==> src/rtl/ex_ctrl_decode.sv <==
// ID/EX control decode for the execute-stage ALU/shifter, with flag register and RUN/HALTED control.
// Optional build macro FLAG_BYPASS_EN forwards the incoming ALU flags onto flag_n/v/z in the same cycle.
module ex_ctrl_decode #(
  parameter logic [2:0] FLAG_RESET = 3'b000,
  parameter int         SHF_SETS_Z = 1
) (
  input  logic        clk,
  input  logic        rst_n,
  input  logic [15:0] id_instr,
  input  logic        id_valid,
  input  logic        stall,
  input  logic        flush,
  input  logic        alu_n,
  input  logic        alu_v,
  input  logic        alu_z,
  output logic [1:0]  ex_alu_src,
  output logic [2:0]  ex_alu_op,
  output logic [1:0]  ex_shf_op,
  output logic        ex_llb,
  output logic        ex_lhb,
  output logic        ex_as,
  output logic [7:0]  ex_instr8,
  output logic [2:0]  ex_flag_wr,
  output logic        ex_valid,
  output logic        flag_n,
  output logic        flag_v,
  output logic        flag_z,
  output logic        halted
);

  typedef enum logic [0:0] {
    ST_RUN    = 1'b0,
    ST_HALTED = 1'b1
  } state_t;

  typedef struct packed {
    logic [1:0] src;
    logic [2:0] op;
    logic [1:0] shf;
    logic       llb;
    logic       lhb;
    logic       as_sel;
    logic [7:0] instr8;
    logic [2:0] flag_wr;
  } ctrl_t;

  localparam logic [2:0] SHF_MASK = (SHF_SETS_Z != 0) ? 3'b001 : 3'b000;

  state_t     state_r;
  logic       halted_r;
  ctrl_t      ex_r;
  logic       ex_valid_r;
  logic [2:0] flags_r;
  ctrl_t      decode_s;
  ctrl_t      load_ctrl_s;
  logic       load_valid_s;
  logic       is_hlt_s;
  logic       flag_upd_en_s;
  logic [2:0] flags_upd_s;
  logic [2:0] flag_out_s;

  // Opcode to control decode of the ID-stage instruction
  always_comb begin
    decode_s        = '0;
    decode_s.instr8 = id_instr[7:0];
    case (id_instr[15:12])
      4'h0: begin decode_s.src = 2'd1; decode_s.op = 3'b000; decode_s.flag_wr = 3'b111; end
      4'h1: begin decode_s.src = 2'd1; decode_s.op = 3'b001; decode_s.flag_wr = 3'b111; end
      4'h2: begin decode_s.src = 2'd1; decode_s.op = 3'b010; decode_s.flag_wr = 3'b111; end
      4'h3: begin decode_s.src = 2'd1; decode_s.op = 3'b011; decode_s.flag_wr = 3'b001; end
      4'h4: begin decode_s.src = 2'd1; decode_s.op = 3'b100; decode_s.flag_wr = 3'b001; end
      4'h5: begin decode_s.as_sel = 1'b1; decode_s.shf = 2'b00; decode_s.flag_wr = SHF_MASK; end
      4'h6: begin decode_s.as_sel = 1'b1; decode_s.shf = 2'b11; decode_s.flag_wr = SHF_MASK; end
      4'h7: begin decode_s.as_sel = 1'b1; decode_s.shf = 2'b01; decode_s.flag_wr = SHF_MASK; end
      4'h8: begin decode_s.src = 2'd2; end
      4'h9: begin decode_s.src = 2'd2; end
      4'hA: begin decode_s.lhb = 1'b1; end
      4'hB: begin decode_s.as_sel = 1'b1; decode_s.llb = 1'b1; end
      default: begin decode_s.src = 2'd0; end
    endcase
  end

  // Select decoded controls or a bubble for the next ID/EX load
  always_comb begin
    is_hlt_s = (id_instr[15:12] == 4'hF);
    if (id_valid && (state_r == ST_RUN)) begin
      load_ctrl_s  = decode_s;
      load_valid_s = 1'b1;
    end else begin
      load_ctrl_s  = '0;
      load_valid_s = 1'b0;
    end
  end

  // ID/EX pipeline register: reset > flush > stall > load
  always_ff @(posedge clk) begin
    if (!rst_n) begin
      ex_r       <= '0;
      ex_valid_r <= 1'b0;
    end else if (flush) begin
      ex_r       <= '0;
      ex_valid_r <= 1'b0;
    end else if (stall) begin
      ex_r       <= ex_r;
      ex_valid_r <= ex_valid_r;
    end else begin
      ex_r       <= load_ctrl_s;
      ex_valid_r <= load_valid_s;
    end
  end

  // RUN/HALTED state machine; HALTED is left only through reset
  always_ff @(posedge clk) begin
    if (!rst_n) begin
      state_r  <= ST_RUN;
      halted_r <= 1'b0;
    end else begin
      case (state_r)
        ST_RUN: begin
          if (!flush && !stall && id_valid && is_hlt_s) begin
            state_r  <= ST_HALTED;
            halted_r <= 1'b1;
          end else begin
            state_r  <= ST_RUN;
            halted_r <= 1'b0;
          end
        end
        ST_HALTED: begin
          state_r  <= ST_HALTED;
          halted_r <= 1'b1;
        end
        default: begin
          state_r  <= ST_RUN;
          halted_r <= 1'b0;
        end
      endcase
    end
  end

  // Masked merge of returned ALU flags; flush does not gate the EX-side update
  always_comb begin
    flag_upd_en_s = ex_valid_r && !stall;
    flags_upd_s   = (flags_r & ~ex_r.flag_wr) | ({alu_n, alu_v, alu_z} & ex_r.flag_wr);
  end

  // Architectural flag register {N,V,Z}
  always_ff @(posedge clk) begin
    if (!rst_n) begin
      flags_r <= FLAG_RESET;
    end else if (flag_upd_en_s) begin
      flags_r <= flags_upd_s;
    end else begin
      flags_r <= flags_r;
    end
  end

  // Flag output view, optionally forwarding the in-flight update
  always_comb begin
    flag_out_s = flags_r;
`ifdef FLAG_BYPASS_EN
    if (flag_upd_en_s) begin
      flag_out_s = flags_upd_s;
    end else begin
      flag_out_s = flags_r;
    end
`endif
  end

  assign ex_alu_src = ex_r.src;
  assign ex_alu_op  = ex_r.op;
  assign ex_shf_op  = ex_r.shf;
  assign ex_llb     = ex_r.llb;
  assign ex_lhb     = ex_r.lhb;
  assign ex_as      = ex_r.as_sel;
  assign ex_instr8  = ex_r.instr8;
  assign ex_flag_wr = ex_r.flag_wr;
  assign ex_valid   = ex_valid_r;
  assign flag_n     = flag_out_s[2];
  assign flag_v     = flag_out_s[1];
  assign flag_z     = flag_out_s[0];
  assign halted     = halted_r;

endmodule

==> config.mk <==
export PLATFORM = sky130hd
export DESIGN_NAME = ex_ctrl_decode
export DESIGN_NICKNAME = d
export VERILOG_FILES = /design/src/rtl/ex_ctrl_decode.sv
export SDC_FILE = /design/constraint.sdc
export NUM_CORES = 1
export LEC_CHECK = 0
export BUFFER_PORTS_ARGS = -buffer_cell sky130_fd_sc_hd__buf_2
export CAP_MARGIN = 15
export CORE_UTILIZATION = 45
export CTS_CLUSTER_DIAMETER = 150
export DETAILED_ROUTE_END_ITERATION = 8
export PLACE_DENSITY_LB_ADDON = 0.1
export SETUP_SLACK_MARGIN = 0.3
export SYNTH_ARGS = -nofsm -noshare
export SYNTH_HDL_FRONTEND = slang
export SYNTH_SLANG_ARGS = --single-unit
==> constraint.sdc <==
create_clock -name clk -period 2.8 [get_ports clk]
set_input_delay 0.56 -clock clk [delete_from_list [all_inputs] [get_ports clk]]
set_output_delay 0.56 -clock clk [all_outputs]
set_load 0.005 [all_outputs]
==> results.json, run 1 <==
{
  "p_int_mw": 0.4378,
  "post-cts-setup-buffer-count": 0,
  "drive_gt1_share_pct": 36.99,
  "grt.total_usage_pct": 17.28,
  "setup_slack_ps": 1024,
  "post_drt_via_cell_ratio": 5.040,
  "nNetsFinal": 171,
  "cts_tree": "built",
  "worst_slew_pin_slew_ps": 773.0,
  "synthCells": 105,
  "fin_crit_sh_pct": 63.43,
  "ctsHoldBuffers": 0,
  "synth_cell_types": 23,
  "diodes": 0,
  "status": "finished, final reports clean",
  "die_h_um": 48.42,
  "power.total_mw": 0.5834,
  "wl_per_cell_um": 11.38,
  "end_kind": "flip-flop",
  "finClkSkew_ps": 6.193,
  "synth.largest_area_cell": "dfxtp_1",
  "instances_no_fill": 173,
  "final_cell_mix": "buf_2, dfxtp_1, nor2_1",
  "setup_viol": 0,
  "top_usage_layer": "met2",
  "ys_seq_elements": 25,
  "fp.dieW_um": 48.42,
  "die-area_um2": 2345,
  "drtIter0Drc": 12,
  "synthTopCellsByArea": "dfxtp_1, a22oi_1, nor2_1",
  "p_sw_share_pct": 24.96,
  "clock_latency_ps": 320,
  "clk_pin_slew_ps": 140,
  "fp.coreArea_um2": 2002,
  "seqPwrFrac_pct": 62.2,
  "worst_setup_path_start_kind": "input port",
  "ios": 50,
  "cts_inserted_buffers": 3,
  "p_sw_mw": 0.1456,
  "htreeDepth": 1,
  "p_leak_nw": 0.5370,
  "hold_viol_final": 0,
  "cts_sinks": 25,
  "cts_root_buf": "clkbuf_4",
  "crit_type": "input port to flip-flop",
  "path_cells": "buf_2, nor3b_2, and3_2, a22oi_1, o22ai_2",
  "hold_path_class": "input port to flip-flop",
  "critPathMaxFanout": 25,
  "cts_buffer_depth": 2,
  "fill_cells": 194,
  "place_inst": 169,
  "row_count": 16,
  "dp_hpwl_mm": 1.384,
  "grt_pass1_vias": 731,
  "layout_commonest_cell": "buf_2",
  "slew_headroom_pct": 48.47,
  "grtUsageMet1_pct": 21.67,
  "fin_crit_ps": 1776,
  "max_stage_delay_ps": 620,
  "p_comb_share_pct": 9.5,
  "ys_seq_area_share_pct": 51.61,
  "grt-ovfl-total": 0,
  "max_freq_mhz": 563.0,
  "clkPwrFrac_pct": 28.4,
  "antenna_found_initial": 0,
  "rsz0062_at_grt": "false",
  "cpMaxStageDelayCell": "nor3b_2",
  "cp.arrival_ps": 2030,
  "drt_wl_total_mm": 1.969,
  "irDropWorstVdd_v": 0.0002695,
  "slew_violations": 0,
  "start_util_pct": 48.44,
  "grt_start_max_net_pins": 26,
  "cts.repair.resized": 0,
  "drt_first_pass_iters": 4,
  "yosys_warnings": 0,
  "gp_congestion": 0.7355,
  "powerDensity_nw_per_um2": 480.2,
  "syn-mean-instance-area_um2": 9.235,
  "grt_first_pass_wirelength_mm": 3.194,
  "postRouteAntennaNets": 0,
  "post-route-drc-count": 0,
  "place_ws_ps": 688.7,
  "syn_nets": 129,
  "postLayoutCoreUtil_pct": 60.69,
  "port_buffers": 45,
  "synth_top_area_share_pct": 51.61,
  "fin_setup_tns_ps": 0,
  "vias": 872,
  "syn_to_final_growth_pct": 25.29,
  "cp_data_required_time_ps": 3050,
  "gr-usage-met3_pct": 3.774,
  "met2_usage_pct": 29.34,
  "syn-cell-area_um2": 969.7,
  "cap_violations": 0
}
-- stage by stage --
stage               area, µm²  hold slack (ps)
floorplan               969.7            459.9
global placement         1185            448.6
detailed placement       1185            456.3
CTS                      1215            460.1
global route             1215            453.8
finish                   1215            463.2
-- worst max-delay path: cells and delay by family --
| family | cells | cell delay (ps) |
|---|---|---|
| AO/OA/AOI/OAI | 2 | 240 |
| buffers and inverters | 1 | 250 |
| AND/OR/NAND/NOR | 2 | 960 |
-- layout make-up --
class | instances | area [µm²] | area share (%)
flip-flops and latches | 25 | 500.5 | 41.19
multi-input cells | 70 | 417.9 | 34.40
repair buffers | 45 | 225.2 | 18.54
well taps | 27 | 33.78 | 2.781
clock buffers | 3 | 22.52 | 1.854
clock inverters | 1 | 7.507 | 0.6179
inverters | 2 | 7.507 | 0.6179
-- power groups by stage --
| stage | combinational, mW | clock, mW | sequential, mW |
|---|---|---|---|
| floorplan | 0.0322 | 0 | 0.371 |
| global placement | 0.0547 | 0 | 0.370 |
| detailed placement | 0.0553 | 0 | 0.370 |
| CTS | 0.0555 | 0.170 | 0.363 |
| global route | 0.0616 | 0.187 | 0.364 |
| finish | 0.0553 | 0.165 | 0.363 |
-- layer usage --
metal  vias up  wire (µm)  part of all wire, %
li1        449          -                    -
met1       388        889                   45
met2        35        947                   48
met3         0        133                  6.8
met4         0          0                    0
met5         -          0                    0
-- worst paths after layout --
| path | from | end | slack [ps] | depth (start not counted) |
|---|---|---|---|---|
| setup / recovery | stall | ex_as$_SDFFE_PP0N_ | 1020 | 5 |
| hold / removal | id_instr[4] | ex_instr8[4]$_SDFFE_PP0N_ | 460 | 3 |
| setup reg to reg | halted$_SDFF_PN0_ | ex_as$_SDFFE_PP0N_ | 1230 | 4 |
| hold reg to reg | flip-flop | flip-flop | 470 | 2 |
-- cell families (layout without fill, tap and decap cells) --
family,Yosys count,after routing,synth area share [%]
and+or+nand+nor,42,42,22.07
buffers and inverters,10,51,5.290
AOI/OAI and AO/OA,28,28,21.03
DFF,25,25,51.61
-- synthesized netlist by cell type --
cell      count
clkbuf_1      4
a21oi_1       5
nor4_1        1
a22oi_1      17
buf_2         2
inv_1         2
dfxtp_1      25
nor3_2        1
nor2b_1       1
nor2_1       20
o22ai_2       1
nand3_1       3
buf_6         1
and3_2        1
nor3b_2       1
buf_4         1
nand2b_1      3
nand2_1       9
a21boi_0      3
nand3b_1      1
nor4_4        1
a32oi_1       1
o21a_1        1
Power figures use the tool's default switching activity.
==> inputs of run 2 (changes only) <==
Settings changed: CORE_UTILIZATION 45 to 39.
Clock period 2.8 ns to 1.5 ns, I/O delays scaled along.
==> results.json, run 2 (synthesized netlist as in run 1, its figures left out) <==
{
  "status": "finished, final reports clean",
  "nNetsFinal": 176,
  "stdcell_area_um2": 1256,
  "cp_data_required_time_ps": 1770,
  "end_kind": "flip-flop",
  "ctsHoldBuffers": 0,
  "cp.arrival_ps": 1430,
  "whs_ps": 200.1,
  "max_stage_delay_ps": 360,
  "path_cells": "nand2b_1, nor3_2, a21oi_1, o22ai_2",
  "fp.dieW_um": 51.87,
  "crit_type": "flip-flop to flip-flop",
  "max_freq_mhz": 861.0,
  "gp_congestion": 0.7495,
  "cts_tree": "built",
  "row_count": 17,
  "cts_sinks": 25,
  "vias": 919,
  "fp.coreArea_um2": 2276,
  "htreeDepth": 1,
  "die_h_um": 51.87,
  "layout_commonest_cell": "buf_2",
  "drt_wl_total_mm": 2.115,
  "grt_first_pass_wirelength_mm": 3.456,
  "port_buffers": 45,
  "fin_crit_sh_pct": 77.43,
  "clk_pin_slew_ps": 140,
  "hold_path_class": "input port to flip-flop",
  "ios": 50,
  "slew_violations": 0,
  "irDropWorstVdd_v": 0.0005493,
  "drtIter0Drc": 12,
  "dpl_cell_area_um2": 1224,
  "setup_viol": 0,
  "cap_violations": 0,
  "postRouteAntennaNets": 0,
  "dp_hpwl_mm": 1.553,
  "syn_to_final_growth_pct": 29.55,
  "post_drt_via_cell_ratio": 5.134,
  "place_ws_ps": 209.1,
  "diodes": 0,
  "worst_slew_pin_slew_ps": 329.1,
  "cts_root_buf": "clkbuf_4",
  "grt-ovfl-total": 0,
  "grt_start_max_net_pins": 16,
  "setup_slack_ps": 338.6,
  "fin_setup_tns_ps": 0,
  "drt_first_pass_iters": 4,
  "drive_gt1_share_pct": 40.40,
  "p_leak_nw": 0.5617,
  "start_util_pct": 42.61,
  "grt_pass1_vias": 851,
  "cpMaxStageDelayCell": "dfxtp_2",
  "cts_inserted_buffers": 3,
  "wl_per_cell_um": 11.82,
  "worst_setup_path_start_kind": "flip-flop",
  "cts_buffer_depth": 2,
  "clock_latency_ps": 320,
  "powerDensity_nw_per_um2": 873.7,
  "die-area_um2": 2690,
  "finClkSkew_ps": 8.993,
  "slew_headroom_pct": 78.02,
  "grt.total_usage_pct": 17.37,
  "antenna_found_initial": 0,
  "final_cell_mix": "buf_2, dfxtp_1, nor2_1",
  "rsz0062_at_grt": "true",
  "hold_viol_final": 0,
  "post-route-drc-count": 0,
  "critPathMaxFanout": 4,
  "fin_crit_ps": 1161
}
run 2: cell types whose count changed in the layout (fill, tap and decap cells not counted), sizes merged:
cell  before  now
buf       45   50
run 2: critical path: cells and delay by family (launching register included):
kind             cells  cell delay [ps]
AND/OR/NAND/NOR      2              510
flip-flops           1              360
AO/OA/AOI/OAI        2              240
run 2: repair_timing:
item | 4_1_cts | 5_1_grt
gates resized for setup | 1 | 1
setup endpoints to repair | 2 | 5
setup buffers | 0 | 0
run 2: worst paths after layout:
path,end,slack [ps],startpoint,depth (start not counted)
min reg2reg,flip-flop,470,flip-flop,2
max,ex_as$_SDFFE_PP0N_,340,halted$_SDFF_PN0_,4
min,ex_instr8[6]$_SDFFE_PP0N_,200,id_instr[6],3
max reg2reg,ex_as$_SDFFE_PP0N_,340,halted$_SDFF_PN0_,4
run 2: layer usage:
layer | track usage (%) | up-vias | part of all wire [%]
li1 | - | 462 | -
met1 | 21.80 | 424 | 47
met2 | 28.42 | 29 | 45
met3 | 3.216 | 4 | 6.0
met4 | 8.108 | 0 | 1.4
met5 | 0 | - | 0
run 2: through the flow:
stage | utilization (%) | total power, mW | instances
3_5_place_dp | 53.77 | 0.8062 | 175
5_1_grt | 55.20 | 1.140 | 179
2_1_floorplan | - | 0.7524 | 105
3_3_place_gp | 53.77 | 0.8051 | 175
6_report | 55.20 | 1.097 | 179
4_1_cts | 55.14 | 1.111 | 179
run 2: layout make-up:
class                   count  area [µm²]
fillers                   230        1020
well taps                  28       35.03
clock inverters             1       7.507
flip-flops and latches     25       503.0
repair buffers             50       262.8
inverters                   2       7.507
clock buffers               3       22.52
multi-input cells          70       417.9
run 2: where the power goes:
| part | leakage [nW] | switching (mW) | internal (mW) |
|---|---|---|---|
| clock network | 0.0139 | 0.204 | 0.102 |
| logic | 0.345 | 0.0629 | 0.0515 |
| registers | 0.203 | 0.00464 | 0.672 |
| total | 0.562 | 0.272 | 0.826 |
